[src/rtl/seq_add_pkg.sv]
// Shared types and helpers for the sequential wide adder.
//   seq_add_state_e : controller FSM encoding (IDLE, RUN, DONE)
//   beat_w()        : width of the beat counter for a given beat count
package seq_add_pkg;

   typedef enum logic [1:0] {
      IDLE = 2'd0,
      RUN  = 2'd1,
      DONE = 2'd2
   } seq_add_state_e;

   // max(1, clog2(beats)) so a single-beat build still has a 1-bit counter
   function automatic int unsigned beat_w(input int beats);
      if (beats <= 1) return 1;
      return int'($clog2(beats));
   endfunction

endpackage : seq_add_pkg

[src/rtl/rc_adder_slice.sv]
// N-bit ripple-carry adder slice, purely combinational.
// Ports:
//   a_i, b_i [N-1:0] : addends
//   c_i              : carry in
//   s_o      [N-1:0] : sum
//   c_o              : carry out of bit N-1
module rc_adder_slice #(
   parameter int unsigned N = 8
) (
   input  logic [N-1:0] a_i,
   input  logic [N-1:0] b_i,
   input  logic         c_i,
   output logic [N-1:0] s_o,
   output logic         c_o
);

   logic [N:0] carry;

   // Bit-serial carry chain, one full adder per bit
   always_comb begin
      carry    = '0;
      s_o      = '0;
      carry[0] = c_i;
      for (int i = 0; i < int'(N); i++) begin
         s_o[i]     = a_i[i] ^ b_i[i] ^ carry[i];
         carry[i+1] = (a_i[i] & b_i[i]) | (carry[i] & (a_i[i] ^ b_i[i]));
      end
   end

   assign c_o = carry[N];

endmodule : rc_adder_slice

[src/rtl/seq_wide_adder_ctrl.sv]
// Sequencer computing a W-bit add over W/N cycles on one N-bit adder slice,
// least significant slice first, carry registered between beats.
// Optional feature: define SEQ_ADD_SUB_EN to add in_sub (A-B mode).
// Ports:
//   clk, rst_n               : clock, async active-low reset
//   in_valid/in_ready        : operand handshake (in_ready only in IDLE)
//   in_a, in_b, in_cin       : operands and carry-in
//   in_sub                   : subtract select (SEQ_ADD_SUB_EN only)
//   out_valid/out_ready      : result handshake (out_valid only in DONE)
//   out_sum, out_cout        : (A+B+cin) mod 2^W and carry out
//   busy                     : controller not idle
module seq_wide_adder_ctrl
   import seq_add_pkg::*;
#(
   parameter int unsigned W = 32,
   parameter int unsigned N = 8
) (
   input  logic         clk,
   input  logic         rst_n,
   input  logic         in_valid,
   output logic         in_ready,
   input  logic [W-1:0] in_a,
   input  logic [W-1:0] in_b,
   input  logic         in_cin,
`ifdef SEQ_ADD_SUB_EN
   input  logic         in_sub,
`endif
   output logic         out_valid,
   input  logic         out_ready,
   output logic [W-1:0] out_sum,
   output logic         out_cout,
   output logic         busy
);

   localparam int unsigned BEATS = W / N;
   localparam int unsigned BW    = beat_w(int'(BEATS));

   // Elaboration-time parameter sanity check
   if ((W % N) != 0 || W < N) begin : g_bad_cfg
      $error("seq_wide_adder_ctrl: W must be a nonzero multiple of N");
   end

   seq_add_state_e state_q, state_d;
   logic [W-1:0]   a_q, a_d;
   logic [W-1:0]   b_q, b_d;
   logic           c_q, c_d;
   logic [W-1:0]   sum_q, sum_d;
   logic           cout_q, cout_d;
   logic [BW-1:0]  beat_q, beat_d;

   logic [N-1:0]   slice_s;
   logic           slice_c;
   logic [W-1:0]   b_op;
   logic           cin_op;
   logic           last_beat;

   // Operand B / carry-in as captured at accept
`ifdef SEQ_ADD_SUB_EN
   assign b_op   = in_sub ? ~in_b : in_b;
   assign cin_op = in_sub ? 1'b1  : in_cin;
`else
   assign b_op   = in_b;
   assign cin_op = in_cin;
`endif

   rc_adder_slice #(.N(N)) u_slice (
      .a_i (a_q[N-1:0]),
      .b_i (b_q[N-1:0]),
      .c_i (c_q),
      .s_o (slice_s),
      .c_o (slice_c)
   );

   assign last_beat = (beat_q == BW'(BEATS - 1));

   // Next-state and datapath update
   always_comb begin
      state_d = state_q;
      a_d     = a_q;
      b_d     = b_q;
      c_d     = c_q;
      sum_d   = sum_q;
      cout_d  = cout_q;
      beat_d  = beat_q;
      case (state_q)
         IDLE: begin
            if (in_valid) begin
               a_d     = in_a;
               b_d     = b_op;
               c_d     = cin_op;
               beat_d  = '0;
               state_d = RUN;
            end
         end
         RUN: begin
            // New slice enters at the top; after BEATS shifts it sits in place
            sum_d = W'({slice_s, sum_q} >> N);
            a_d   = a_q >> N;
            b_d   = b_q >> N;
            c_d   = slice_c;
            if (last_beat) begin
               cout_d  = slice_c;
               state_d = DONE;
            end else begin
               beat_d = beat_q + BW'(1);
            end
         end
         DONE: begin
            if (out_ready) state_d = IDLE;
         end
         default: state_d = IDLE;
      endcase
   end

   // State and datapath registers
   always_ff @(posedge clk or negedge rst_n) begin
      if (!rst_n) begin
         state_q <= IDLE;
         a_q     <= '0;
         b_q     <= '0;
         c_q     <= 1'b0;
         sum_q   <= '0;
         cout_q  <= 1'b0;
         beat_q  <= '0;
      end else begin
         state_q <= state_d;
         a_q     <= a_d;
         b_q     <= b_d;
         c_q     <= c_d;
         sum_q   <= sum_d;
         cout_q  <= cout_d;
         beat_q  <= beat_d;
      end
   end

   // Status outputs are direct decodes of the state register
   assign in_ready  = (state_q == IDLE);
   assign busy      = (state_q != IDLE);
   assign out_valid = (state_q == DONE);
   assign out_sum   = sum_q;
   assign out_cout  = cout_q;

endmodule : seq_wide_adder_ctrl
[config.mk]
export PLATFORM = sky130hd
export DESIGN_NAME = seq_wide_adder_ctrl
export DESIGN_NICKNAME = d
export VERILOG_FILES = /design/src/rtl/seq_add_pkg.sv /design/src/rtl/rc_adder_slice.sv /design/src/rtl/seq_wide_adder_ctrl.sv
export SDC_FILE = /design/constraint.sdc
export NUM_CORES = 1
export LEC_CHECK = 0
export ABC_AREA = 1
export CORE_MARGIN = 5
export CORE_UTILIZATION = 40
export DETAILED_ROUTE_END_ITERATION = 8
export HOLD_SLACK_MARGIN = 0.15
export PLACE_DENSITY = 0.66
export SYNTH_ARGS = -nofsm -noshare
export SYNTH_HDL_FRONTEND = slang
export SYNTH_SLANG_ARGS = --single-unit
[constraint.sdc]
create_clock -name clk -period 7.3 [get_ports clk]
set_clock_uncertainty 0.2 [all_clocks]
set_input_delay 1.095 -clock clk [delete_from_list [all_inputs] [get_ports clk]]
set_output_delay 1.095 -clock clk [all_outputs]
set_load 0.05 [all_outputs]
---- Word level (Yosys, flattened, before mapping) ----
Index checks and enable logic that the tools add are counted.
word-level totals
  output and inout port bits .............. 36
  bits in registers ....................... 102
cells by class
  reduce and logical (&&, ||, !) cells .... 7
  add/sub/neg operators ................... 1
  eq/ne operators ......................... 7
  mux-type cells .......................... 13
  bitwise operators ....................... 40
operators with widths
  kind                                                              count
  32-bit case mux with 2 select lines                               2
  32-bit two-way mux                                                2
  1-bit AND                                                         16
  1-bit XOR                                                         16
  2-bit two-way mux                                                 5
  1-bit OR                                                          8
  2-bit != test (second input constant)                             3
  2-bit case mux with 3 select lines                                1
  3-bit AND reduction                                               2
  2-bit == test (second input constant)                             2
  2-bit case mux with 2 select lines                                1
  2-bit AND reduction                                               2
  2-bit nonzero test                                                2
  2-bit by 1-bit adder with 2-bit output (second input constant)    1
  2-bit by 1-bit == test with 1-bit output (second input constant)  1
  2-bit zero test                                                   1
  2-bit by 1-bit != test with 1-bit output (second input constant)  1
  1-bit case mux with 2 select lines                                1
  1-bit two-way mux                                                 1

---- Depth between registers and ports, before layout ----
Gate-level depths: netlist of run 1.
  depth after elaboration ................. 18
  depth in mapped cells ................... 14
  depth with buffers taken out ............ 14

---- Cells and area by module ----
From an unflattened synthesis of run 1, not the netlist that was laid out.
unflattened totals
  cell total of the unflattened synthesis .. 607
  area total of the unflattened synthesis .. 4783.3 µm²
by module, submodules not included
  module               cells each  instances  area each (µm²)
  seq_wide_adder_ctrl  589         1          4585.6
  rc_adder_slice       18          1          197.7

---- Worst setup path before layout of run 1 ----
No wires, ideal clock.
  path type ............................... register to register
  start ................................... register a_q[0]
  end ..................................... register sum_q[31] (netlist: out_sum[31])
  arrival ................................. 3.495 ns
  buffers on the path ..................... 0
  path slack .............................. 3.523 ns
  stages on the path, launching flop included .. 13
  cells stage by stage .................... dfrtp_1 > fa_1 > inv_1 > fa_1 > inv_1 > fa_1 > fa_1 > fa_1 > fa_1 > fa_1 > inv_1 > fa_1 > o21ai_0
on the way
  longest elaborated chain between the ends .. 16
RTL lines
  what                      RTL line                    source
  start: declaration        seq_wide_adder_ctrl.sv:44   logic [W-1:0] a_q, a_d;
  start signal: assignment  seq_wide_adder_ctrl.sv:119  a_q <= '0;
  start signal: assignment  seq_wide_adder_ctrl.sv:127  a_q <= a_d;
  1-bit XOR                 rc_adder_slice.sv:26        carry[i+1] = (a_i[i] & b_i[i]) | (carry[i] & (a_i[i] ^ b_i[i]));
  1-bit AND                 rc_adder_slice.sv:26
  1-bit OR (*)              rc_adder_slice.sv:26
  1-bit AND (*)             rc_adder_slice.sv:26
  1-bit OR (*)              rc_adder_slice.sv:26
  1-bit AND (*)             rc_adder_slice.sv:26
  1-bit OR (*)              rc_adder_slice.sv:26
  1-bit AND (*)             rc_adder_slice.sv:26
  1-bit OR (*)              rc_adder_slice.sv:26
  1-bit AND (*)             rc_adder_slice.sv:26
  1-bit OR (*)              rc_adder_slice.sv:26
  1-bit AND (*)             rc_adder_slice.sv:26
  1-bit OR (*)              rc_adder_slice.sv:26
  1-bit AND (*)             rc_adder_slice.sv:26
  1-bit OR (*)              rc_adder_slice.sv:26
  1-bit XOR (*)             rc_adder_slice.sv:25        s_o[i] = a_i[i] ^ b_i[i] ^ carry[i];
  end signal: assignment    seq_wide_adder_ctrl.sv:130  sum_q <= sum_d;
  end: declaration          seq_wide_adder_ctrl.sv:47   logic [W-1:0] sum_q, sum_d;
Mark *: on every way between the ends. The rest lies on a longest branch, timed or not.
A chain may end at the register's enable or synchronous reset.

---- Final worst setup path of run 1 ----
Same ends and word-level chain as after synthesis.

==> results of run 1 <==
flip-flops by register name, summed over array words and instances, names as in the netlist:
| register | flops |
|---|---|
| a_q | 32 |
| b_q | 32 |
| beat_q | 2 |
| c_q | 1 |
| out_cout | 1 |
| out_sum | 32 |
| state_q | 2 |
where the power goes:
group	internal (uW)	leakage, uW	switching [uW]	total (uW)
sequential	817	0.00130	154	971
combinational	475	0.00176	1020	1490
clock	237	0.000135	213	450
total	1530	0.00320	1390	2920
final cells by class:
type                       instances  area, sq um
multi-input combinational        446         1940
timing repair buffer             109         1080
sequential                       102         2550
inverter                          23         86.3
tap                              147          184
clock inverter                     6         53.8
clock buffer                      10          229
fill                            1158         5730
logic make-up after synthesis:
kind of cell | after synthesis
flip-flops | 102
adder cells (fa/ha/maj) | 9
buffers and inverters | 61
AND/OR/NAND/NOR | 417
AO/OA/AOI/OAI | 20
layer usage:
| layer | track usage [%] | wire length (um) |
|---|---|---|
| met5 | 0 | 0 |
| met4 | 4.56 | 144 |
| met3 | 3.42 | 557 |
| met2 | 27.1 | 5450 |
| met1 | 22.9 | 5270 |
per-stage QoR:
stage               area, sq um  total power [uW]  hold WS (ps)  cells
floorplan                  4780              2060           243    609
global placement           5840              2450           254    827
detailed placement         5840              2490           261    827
CTS                        6130              2950           280    843
global route               6130              3170           294    843
finish                     6130              2920           278    843
worst max path at each step:
stage	from	to
2_1_floorplan	a_q[0]	out_sum[31]
3_3_place_gp	a_q[0]	out_sum[31]
3_5_place_dp	a_q[0]	out_sum[31]
4_1_cts	a_q[0]	out_sum[31]
5_1_grt	a_q[0]	out_sum[31]
6_report	a_q[0]	out_sum[31]
synth_stat cells:
cell | instances | area [sq um]
nand2_1 | 343 | 1290
dfrtp_1 | 102 | 2550
nand3_1 | 68 | 340
inv_1 | 21 | 78.8
o21ai_0 | 19 | 95.1
buf_2 | 16 | 80.1
clkbuf_1 | 11 | 41.3
fa_1 | 8 | 160
buf_4 | 6 | 45.0
buf_1 | 3 | 11.3
buf_6 | 2 | 22.5
inv_2 | 2 | 7.51
nand4_1 | 2 | 12.5
nor2_1 | 2 | 7.51
ha_1 | 1 | 12.5
nand2_2 | 1 | 6.26
nor2_2 | 1 | 6.26
o21ai_2 | 1 | 8.76
critical path, delay by kind of cell (launching register included):
| family | cells | cell delay (ps) |
|---|---|---|
| flip-flops | 1 | 400 |
| adder cells (fa/ha/maj) | 8 | 2930 |
| AO/OA/AOI/OAI | 1 | 150 |
| buffers and inverters | 3 | 210 |
==> results.cfg, run 1 <==
[setup_path]
arrival_ps = 4040
crit_path_end_kind = flop
required_ps = 7360
worst-r2r-setup-slack_ps = 3320
startpoint_type = flop
criticalPathCategory = flop to flop
worst-r2r-cell-count = 12
r2r-start = a_q[0]
r2r_end = out_sum[31]
worst_path_largest_cell_delay_ps = 430
crit_slowest_cell = fa_1
path_cells = fa_1 > inv_1 > fa_1 > inv_1 > fa_1 > fa_1 > fa_1 > fa_1 > fa_1 > inv_1 > fa_1 > o21ai_0
crit_top_cell = fa_1
cp_max_fo = 2

[logic_synthesis]
synth-simple-area-share_pct = 34.8
synth_fp_nets = 687
ys_seq_area_share_pct = 53.4
synth-xor-area-share_pct = 0
syn_area_sq_um = 4780
synth_top_family_by_area = simple AND/OR/NAND/NOR gates
synth.avg_cell_area_sq_um = 7.84
muxShareOfSynthArea_pct = 0
synth_adder_area_share_pct = 3.62
syn_inst = 609
synth_cell_types = 18
synth_compound_area_share_pct = 2.17
yosys_warnings = 0
ys_ff_latch = 102

[cells_and_area]
drive_gt1_share_pct = 3.88
area_growth_pct = 28.3
final_util_pct = 51.7
n_antenna_cell = 0
final_common_cell = nand2_1
layout.nets = 769
layout_common_cells = nand2_1, clkdlybuf4s50_1, dfrtp_1

[sta]
min_period_over_period_pct = 54.5
slew-limit-headroom_pct = 17.5
setup_ws_ps = 3320
slew_viol_final = 0
rsz0062_at_grt = no
setup_violations = 0
hold_violations = 0
finalSetupTns_ps = 0
max_freq_mhz = 251
fin_crit_ps = 3980
worst_pin_slew_ps = 1240

[floorplanning]
io_pins = 105
core_area_sq_um = 11900
start_util_pct = 40.3
die_x_um = 119
dieArea_sq_um = 14200
rows = 40
fp.dieH_um = 119

[power]
powerDensity_nw_per_um2 = 476
irDropWorstVdd_v = 0.000266
p_leak_uw = 0.00320

[detailed_routing]
ant_nets = 0
avgViaCountPerCell = 4.85
via_count = 4088
wl_um = 11400
post_drt_wl_per_cell_um = 13.6
dr.first_iter.drc_count = 383
drc = 0
drt_pass1_iterations = 4

[clocking]
cts-root-buf = clkbuf_16
cts-resized-gates = 0
hold_buffers = 0
cts_setup_buffers = 0
cts_buffers = 9
cts_tree = yes
htree_levels = 3
clk_pin_slew_ps = 70
cts.sinks = 102
cts_max_path_buffers = 2
clock_latency_ps = 350

[grt]
grt_max_degree = 83
gr-total-overflow = 0
grt_pass1_vias = 4102
grt_pass1_wl_um = 19700
antenna_found_initial = 0
gr-usage-all-layers_pct = 16.8

[place]
pre_cts_ws_ps = 3310
io_buffer_count = 104
dp_hpwl_um = 7740
routabilityCongestion = 0.774

[run]
cap_violations = 0

[worst_hold_path]
hold_end = b_q[26]
hold_class = flop to flop
min-delay-start = b_q[26]
holdPathStages = 2

[outcome]
status = complete, no violations
Power figures use the tool's default switching activity.
==> run 2: changes to the inputs <==
==> constraint.sdc (replaced) <==
create_clock -name clk -period 3.7 [get_ports clk]
set_clock_uncertainty 0.2 [all_clocks]
set_input_delay 0.555 -clock clk [delete_from_list [all_inputs] [get_ports clk]]
set_output_delay 0.555 -clock clk [all_outputs]
set_load 0.05 [all_outputs]
==> run 2 against run 1 <==
Design area up 0.98%. Sequential cell count stayed put. Total power is 99% higher. Routed wire length grew 0.38%. Non-clock buffer count rose by 5. Sequential power rose by 100%. Maximum frequency grew 8.8%. Die area unchanged. Count of clock-buffer cells in the layout is 1 lower. Critical endpoint unchanged. Setup slack worse by 3300 ps.
==> results.cfg, run 2 (synthesis results as in run 1) <==
[floorplanning]
dieArea_sq_um = 14200
die_x_um = 119
core_area_sq_um = 11900
rows = 40
io_pins = 105
start_util_pct = 40.3
fp.dieH_um = 119

[cells_and_area]
layout_common_cells = nand2_1, clkdlybuf4s50_1, dfrtp_1
area_growth_pct = 29.6
final_util_pct = 52.2
final_common_cell = nand2_1
layout.nets = 774
n_antenna_cell = 0
nFillCells = 1162
drive_gt1_share_pct = 6.13

[clocking]
htree_levels = 3
clk_pin_slew_ps = 70
clock_latency_ps = 340
cts.sinks = 102
cts_max_path_buffers = 2
cts_buffers = 9
cts-root-buf = clkbuf_16
cts_tree = yes

[sta]
max_freq_mhz = 273
whs_ps = 278
slew-limit-headroom_pct = 45.7
worst_pin_slew_ps = 813
fin_crit_ps = 3660
hold_violations = 0
slew_viol_final = 0
setup_violations = 0
min_period_over_period_pct = 98.9
rsz0062_at_grt = yes

[run]
cap_violations = 0

[setup_path]
worst-r2r-setup-slack_ps = 40
worstSetupEndpoint = out_sum[31]
startpoint_type = flop
arrival_ps = 3720
crit_path_end_kind = flop
worst-r2r-cell-count = 12
crit_slowest_cell = dfrtp_1
critPathLaunch = a_q[0]
path_cells = fa_2 > inv_2 > fa_2 > inv_2 > fa_2 > fa_2 > fa_2 > fa_2 > fa_2 > inv_2 > fa_1 > o21ai_1
cp_max_fo = 2
crit_top_cell = fa_2
r2r_end = out_sum[31]
criticalPathCategory = flop to flop
r2r-start = a_q[0]
worst_path_largest_cell_delay_ps = 410
required_ps = 3770

[detailed_routing]
post_drt_wl_per_cell_um = 13.5
drt_pass1_iterations = 5
via_count = 4106
drc = 0
dr.first_iter.drc_count = 419
wl_um = 11500
avgViaCountPerCell = 4.84
ant_nets = 0

[grt]
gr-usage-all-layers_pct = 16.9
antenna_found_initial = 0
grt_pass1_vias = 4130
gr-total-overflow = 0
use_met2_pct = 26.3
globalRouteMet3Util_pct = 3.61
grt_pass1_wl_um = 19700
grt_max_degree = 66
busiest_layer = met2
grtUsageMet1_pct = 23.9

[power]
irDropWorstVdd_v = 0.000553
finalPower_uw = 5810
p_leak_uw = 0.00321
powerDensity_nw_per_um2 = 938

[worst_hold_path]
hold_class = flop to flop

[place]
routabilityCongestion = 0.787
dp_hpwl_um = 7870
io_buffer_count = 104

[outcome]
status = complete, no violations
run 2: critical path, delay by kind of cell, from the launching register on:
family,cells,cell delay (ps)
fa+ha+maj,8,2690
compound gates,1,120
buf+inv,3,160
flops,1,410
run 2: what timing repair did:
action,in CTS,in global routing
gates resized for setup,8,1
hold buffers,1,0
setup endpoints to repair,2,2
buffers inserted,0,0
pin swaps,2,0
endpoints found under the hold margin,49,0
run 2: layer usage:
layer  routed length [um]  up-vias  part of all wire, %
li1                     -     2054                    -
met1                 5390     1923                   47
met2                 5290      120                   46
met3                  675        9                  5.9
met4                  116        0                  1.0
met5                    0        -                    0
run 2: where the power goes:
part           switching, uW  leakage, uW  internal (uW)
registers                350      0.00130           1610
clock network            440     0.000139            471
logic                   1980      0.00178            958
total                   2770      0.00321           3040
run 2: area by class of cell:
cell class,instances,area [sq um],share of cell area (%)
Timing Repair Buffer,114,1110,18.0
Clock buffer,9,225,3.64
Sequential cell,102,2550,41.3
Clock inverter,7,62.6,1.01
Inverter,23,86.3,1.40
Multi-Input combinational cell,446,1960,31.7
Tap cell,147,184,2.97
run 2: worst min path at each step:
stage | slack [ps] | depth (start not counted) | from | end
after floorplan | 60 | 0 | rst_n | a_q[0]
after global placement | 260 | 2 | b_q[31] | b_q[31]
after detailed placement | 260 | 2 | b_q[26] | b_q[26]
after CTS | 280 | 2 | b_q[26] | b_q[26]
after global routing | 290 | 2 | a_q[24] | a_q[24]
final | 280 | 2 | a_q[30] | a_q[30]
run 2: metrics by stage:
stage / cell area, sq um / cells / TNS, ps / setup WS (ps)
floorplan: 4780 / 609 / 0 / 0.761
global placement: 5880 / 831 / -98.3 / -98.3
detailed placement: 5880 / 831 / -169 / -169
CTS: 6190 / 848 / 0 / 5.16
global route: 6190 / 848 / -98.6 / -82.2
finish: 6190 / 848 / 0 / 40.5
==> run 3: changes to the inputs <==
--- a/config.mk
+++ b/config.mk
@@ -8,9 +8,11 @@
 export ABC_AREA = 1
 export CORE_MARGIN = 5
 export CORE_UTILIZATION = 40
+export CTS_CLUSTER_SIZE = 14
 export DETAILED_ROUTE_END_ITERATION = 8
-export HOLD_SLACK_MARGIN = 0.15
+export HOLD_SLACK_MARGIN = 0.05
 export PLACE_DENSITY = 0.66
+export REMOVE_ABC_BUFFERS = 1
 export SYNTH_ARGS = -nofsm -noshare
 export SYNTH_HDL_FRONTEND = slang
 export SYNTH_SLANG_ARGS = --single-unit
==> run 3 against run 2 <==
Critical path depth is the same. Cell count is the same. Sequential cell count is the same. Largest power group unchanged. Die area is the same. Maximum frequency shrank 0.85%. Critical endpoint unchanged.
==> results.cfg, run 3 (synthesis results as in run 1) <==
[power]
irDropWorstVdd_v = 0.000353
pwr-share-seq_pct = 33.9
powerDensity_nw_per_um2 = 933
combPwrFrac_pct = 50.4
intPower_uw = 3070
p_sw_uw = 2710
swShare_pct = 46.9
power_frac_clock_pct = 15.7
finalPower_uw = 5780
p_leak_uw = 0.00322

[cells_and_area]
final_common_cell = nand2_1
multiInputGateArea_sq_um = 1960
area_growth_pct = 29.8
layout_common_cells = nand2_1, dfrtp_1, clkdlybuf4s50_1
nFillCells = 1143
layout.nets = 774
drive_gt1_share_pct = 6.42
n_antenna_cell = 0
finalNonFillerCells = 848
seq_area_sq_um = 2550

[grt]
globalRouteMet3Util_pct = 3.51
antenna_found_initial = 0
busiest_layer = met2
gr-usage-all-layers_pct = 16.1
grt_pass1_vias = 4030
grtUsageMet1_pct = 21.9
grt_max_degree = 66
use_met2_pct = 26.4
gr-total-overflow = 0
grt_pass1_wl_um = 19100

[sta]
rsz0062_at_grt = yes
hold_violations = 0
slew-limit-headroom_pct = 45.9
fin_crit_ps = 3690
min_period_over_period_pct = 99.7
setup_violations = 0
worst_pin_slew_ps = 810
max_freq_mhz = 271
slew_viol_final = 0
finalSetupTns_ps = 0

[run]
cap_violations = 0

[clocking]
cts_buffers = 9
cts.sinks = 102
clock_latency_ps = 330
clk_pin_slew_ps = 70
cts-root-buf = clkbuf_16
cts_tree = yes
htree_levels = 3
cts_max_path_buffers = 2

[floorplanning]
dieArea_sq_um = 14200
core_area_sq_um = 11900
io_pins = 105
start_util_pct = 40.3
die_x_um = 119
fp.dieH_um = 119
rows = 40

[setup_path]
criticalPathCategory = flop to flop
worst_path_largest_cell_delay_ps = 410
path_cells = fa_2 > inv_2 > fa_2 > inv_2 > fa_2 > fa_2 > fa_2 > fa_2 > fa_2 > inv_2 > fa_1 > o21ai_1
arrival_ps = 3750
crit_top_cell = fa_2
startpoint_type = flop
crit_slowest_cell = dfrtp_1
cp_max_fo = 2
required_ps = 3760
crit_path_end_kind = flop

[detailed_routing]
drt_pass1_iterations = 4
wl_um = 10900
dr.first_iter.drc_count = 398
drc = 0
post_drt_wl_per_cell_um = 12.8
via_count = 4000
ant_nets = 0
avgViaCountPerCell = 4.72

[outcome]
status = complete, no violations

[place]
routabilityCongestion = 0.797
dp_hpwl_um = 7330
io_buffer_count = 104
dp_cells = 831

[worst_hold_path]
hold_class = input port to async pin
-- run 3: cell count changes in the layout (fill, tap and decap cells not counted), sizes merged --
cell,previous run,this run
buf,11,13
inv,27,25
clkbuf,9,10
clkdlybuf4s50,102,101
clkinv,2,3
dlygate4sd3,1,0
-- run 3: power groups by stage --
stage               Clock (uW)  Sequential [uW]  Combinational, uW
global placement             0             1950               2860
CTS                        939             1960               2970
global route               993             2030               3320
finish                     908             1960               2920
detailed placement           0             1980               2920
floorplan                    0             2460               1430
-- run 3: area by class of cell --
| class | count | share of cell area (%) |
|---|---|---|
| sequential | 102 | 41.2 |
| tap | 147 | 2.97 |
| multi-input combinational | 446 | 31.6 |
| inverter | 23 | 1.39 |
| timing repair buffer | 114 | 18.1 |
| clock buffer | 10 | 3.85 |
| clock inverter | 6 | 0.868 |
-- run 3: final timing paths --
check | from | end | slack (ps) | cells past startpoint
max reg2reg | c_q | out_sum[31] | 9 | 12
max | c_q | out_sum[31] | 9 | 12
min | rst_n | out_sum[23] | 90 | 1
min reg2reg | out_sum[4] | out_sum[4] | 280 | 2
min in group clk | out_sum[4] | out_sum[4] | 280 | 2
max in group asynchronous | rst_n | out_sum[11] | 2430 | 2
-- run 3: what timing repair did --
item	in CTS	in global routing
buffers inserted	1	0
gates resized for setup	10	1
endpoints found under the setup margin	3	2
pin swaps	5	5
hold buffers	0	0
hold endpoints to repair	0	0
-- run 3: worst max-delay path: cells and delay by family (launching register included) --
family / cells / cell delay, ps
adder cells (fa/ha/maj): 8 / 2710
buffers and inverters: 3 / 170
AO/OA/AOI/OAI: 1 / 130
flip-flops: 1 / 410
-- run 3: layer usage --
metal | share of wire, % | up-vias
met2 | 47 | 119
met4 | 0.81 | 0
li1 | - | 2057
met3 | 6.0 | 8
met5 | 0 | -
met1 | 46 | 1816
-- run 3: metrics by stage --
stage | hold WS (ps) | instance area, sq um | utilization (%) | setup WS, ps
after floorplan | 59.4 | 4580 | - | -101
after global placement | 254 | 5880 | 49.6 | -212
after detailed placement | 259 | 5880 | 49.6 | -242
after CTS | 121 | 6200 | 52.2 | -48.9
after global routing | 147 | 6200 | 52.3 | -77.2
final | 91.5 | 6200 | 52.3 | 9.30
==> RTL change, RTL diff (settings of run 3) <==
`N` is set to 8 in 2 places; all go to 4.
--- a/src/rtl/rc_adder_slice.sv
+++ b/src/rtl/rc_adder_slice.sv
@@ -5,7 +5,7 @@
 //   s_o      [N-1:0] : sum
 //   c_o              : carry out of bit N-1
 module rc_adder_slice #(
-   parameter int unsigned N = 8
+   parameter int unsigned N = 4
 ) (
    input  logic [N-1:0] a_i,
    input  logic [N-1:0] b_i,
--- a/src/rtl/seq_wide_adder_ctrl.sv
+++ b/src/rtl/seq_wide_adder_ctrl.sv
@@ -13,7 +13,7 @@
    import seq_add_pkg::*;
 #(
    parameter int unsigned W = 32,
-   parameter int unsigned N = 8
+   parameter int unsigned N = 4
 ) (
    input  logic         clk,
    input  logic         rst_n,
Formal check against the unedited RTL: not equivalent (a bounded check fails within 4 cycles, from zero or initial values and one cycle with rst_n low).
==> RTL change against run 3 <==
Wire length rose by 4.8%; total power is 4.2% lower; area after synthesis rose by 1.2%; sequential power is 2% lower; largest cell class unchanged; clock power is 3.2% higher; global-route usage increased by 0.10 points; worst hold slack got worse by 0.059 ns; final cell count up 2.0%; sequential cell count is 1 higher; worst setup slack gained 0.84 ns; core utilization shrank 0.25 points; cell area hardly changed.
==> RTL change: results (changes against run 3) <==
\begin{tabular}{lr}
\hline
Metric & Value \\
\hline
\multicolumn{2}{l}{\textbf{Status}} \\
Status & finished, final reports clean \\
\multicolumn{2}{l}{\textbf{Power and ir drop}} \\
Maximum resistive drop on vdd & 0.0004724 V (+34\%) \\
Total net switching power & 2.501 mW (-7.7\%) \\
LEAKAGE & 3.235 nW (+0.38\%) \\
\multicolumn{2}{l}{\textbf{Clock tree}} \\
Post-cts gate resize count & 0 (-10) \\
Number of setup buffers added after CTS & 0 (-1) \\
Number of buffers created by CTS & 9 (unchanged) \\
\multicolumn{2}{l}{\textbf{Drt}} \\
Iter 0 DRT Violations & 442 (+11\%) \\
Total iterations of the first detailed-routing run & 5 (+1) \\
Number of vias after detailed routing & 4174 (+4.4\%) \\
Detailed Route WL & 11390 um (+4.8\%) \\
Routed WL per cell & 13.16 um (+2.8\%) \\
\multicolumn{2}{l}{\textbf{Place}} \\
DP HPWL & 7357 um (+0.36\%) \\
Final estimated routing congestion in global placement & 0.7839 (-1.7\%) \\
Post-Place Cells & 849 (+2.2\%) \\
Placement Cell Area & 0.005904 sq mm (+0.38\%) \\
\multicolumn{2}{l}{\textbf{Final layout}} \\
Number of antenna diodes & 0 (unchanged) \\
Final instance area & 0.006196 sq mm (about the same) \\
Number of fill cells in the layout & 1165 (+1.9\%) \\
Final layout net count & 788 (+1.8\%) \\
Layout cell share with drive strength beyond 1 & 3.760\% (-2.7 points) \\
\multicolumn{2}{l}{\textbf{Critical path}} \\
Register-to-Register Setup Slack & 1.23 ns (+1.22 ns) \\
Crit path max fanout & 20 (+18) \\
Reg2reg end & a\_q[6] \\
CP max stage cell & sky130\_fd\_sc\_hd\_\_clkdlybuf4s50\_1 \\
Number of cells on the worst reg-to-reg path & 6 (-6) \\
Capture point of the critical path & in\_ready \\
Start point of the critical path & state\_q[0] \\
Largest stage delay on the critical path & 0.88 ns (+0.47 ns) \\
Data arrival at the endpoint of the critical path & 2.10 ns (-1.65 ns) \\
\multicolumn{2}{l}{\textbf{Yosys}} \\
Top cells by area, synth & sky130\_fd\_sc\_hd\_\_dfrtp\_1, sky130\_fd\_sc\_hd\_\_nand2\_1, sky130\_fd\_sc\_hd\_\_nand3\_1 \\
Sequential share of the synthesized area & 53.33\% (-0.12 points) \\
Top post-synthesis cells by count & sky130\_fd\_sc\_hd\_\_nand2\_1, sky130\_fd\_sc\_hd\_\_dfrtp\_1, sky130\_fd\_sc\_hd\_\_nand3\_1 \\
Average footprint of a synthesized cell & 7.672 sq um (-2.2\%) \\
\multicolumn{2}{l}{\textbf{Worst hold path}} \\
Class of the tightest hold or removal check & in2async \\
\multicolumn{2}{l}{\textbf{GRT}} \\
Vias in the first global route & 4064 (+0.84\%) \\
Number of antenna violations at the first check in global routing & 0 (unchanged) \\
Maximum number of pins on one net before global-route repair & 92 (+39\%) \\
Total GRT Usage & 16.25\% (+0.10 points) \\
\multicolumn{2}{l}{\textbf{STA}} \\
Maximum clock rate & 0.3508 GHz (+29\%) \\
Slew at the pin closest to its max-slew limit & 0.9879 ns (+0.1778 ns) \\
\hline
\end{tabular}
RTL change: changes by cell type after synthesis, moves of 4 or more:
cell / delta
sky130_fd_sc_hd__nand2_1: +13
sky130_fd_sc_hd__o21ai_0: +11
sky130_fd_sc_hd__nand3_1: -8
sky130_fd_sc_hd__inv_1: +7
sky130_fd_sc_hd__fa_1: -4
RTL change: logic make-up after synthesis:
kind of cell	count (synthesis)	synth area share (%)
adders and majority gates	6	2.174
buffers and inverters	68	6.731
DFF	103	53.33
AOI/OAI and AO/OA	33	3.546
and+or+nand+nor	420	34.22
RTL change: routing by layer:
metal  wire, um  up-vias  share of wire, %  global-route usage (%)
li1           -     2101                 -                       -
met1       5288     1940                46                   21.51
met2       5312      124                47                   26.55
met3        701        9               6.2                   4.288
met4         84        0              0.74                   4.152
met5          0        -                 0                       0
RTL change: worst max-delay path: cells and delay by family, from the launching register on:
| kind | cells | cell delay [ns] |
|---|---|---|
| buf+inv | 1 | 0.88 |
| flops | 1 | 0.54 |
| simple gates | 1 | 0.34 |
RTL change: power by group through the flow:
stage               Clock (mW)  Sequential (mW)  Combinational [mW]
floorplan                    0             2.45                1.30
global placement             0             1.92                2.64
detailed placement           0             1.94                2.71
CTS                      0.965             1.92                2.72
global route              1.00             1.99                3.02
finish                   0.937             1.92                2.68
RTL change: worst min path at each step:
stage                             to       start  cells after the start  slack [ns]
after floorplan               a_q[0]       rst_n                      0        0.06
after global placement    out_sum[1]  out_sum[1]                      2        0.26
after detailed placement     b_q[23]     b_q[23]                      2        0.27
after CTS                  beat_q[0]       rst_n                      1        0.05
after global routing      out_sum[7]       rst_n                      1        0.09
final                     out_sum[3]       rst_n                      1        0.03
RTL change: final cells by class:
class                           count  area share [%]
Clock buffer                       12           3.978
Clock inverter                      4          0.7270
Sequential cell                   103           41.62
Inverter                           30           1.817
Tap cell                          147           2.968
Multi-Input combinational cell    459           31.40
Timing Repair Buffer              110           17.49
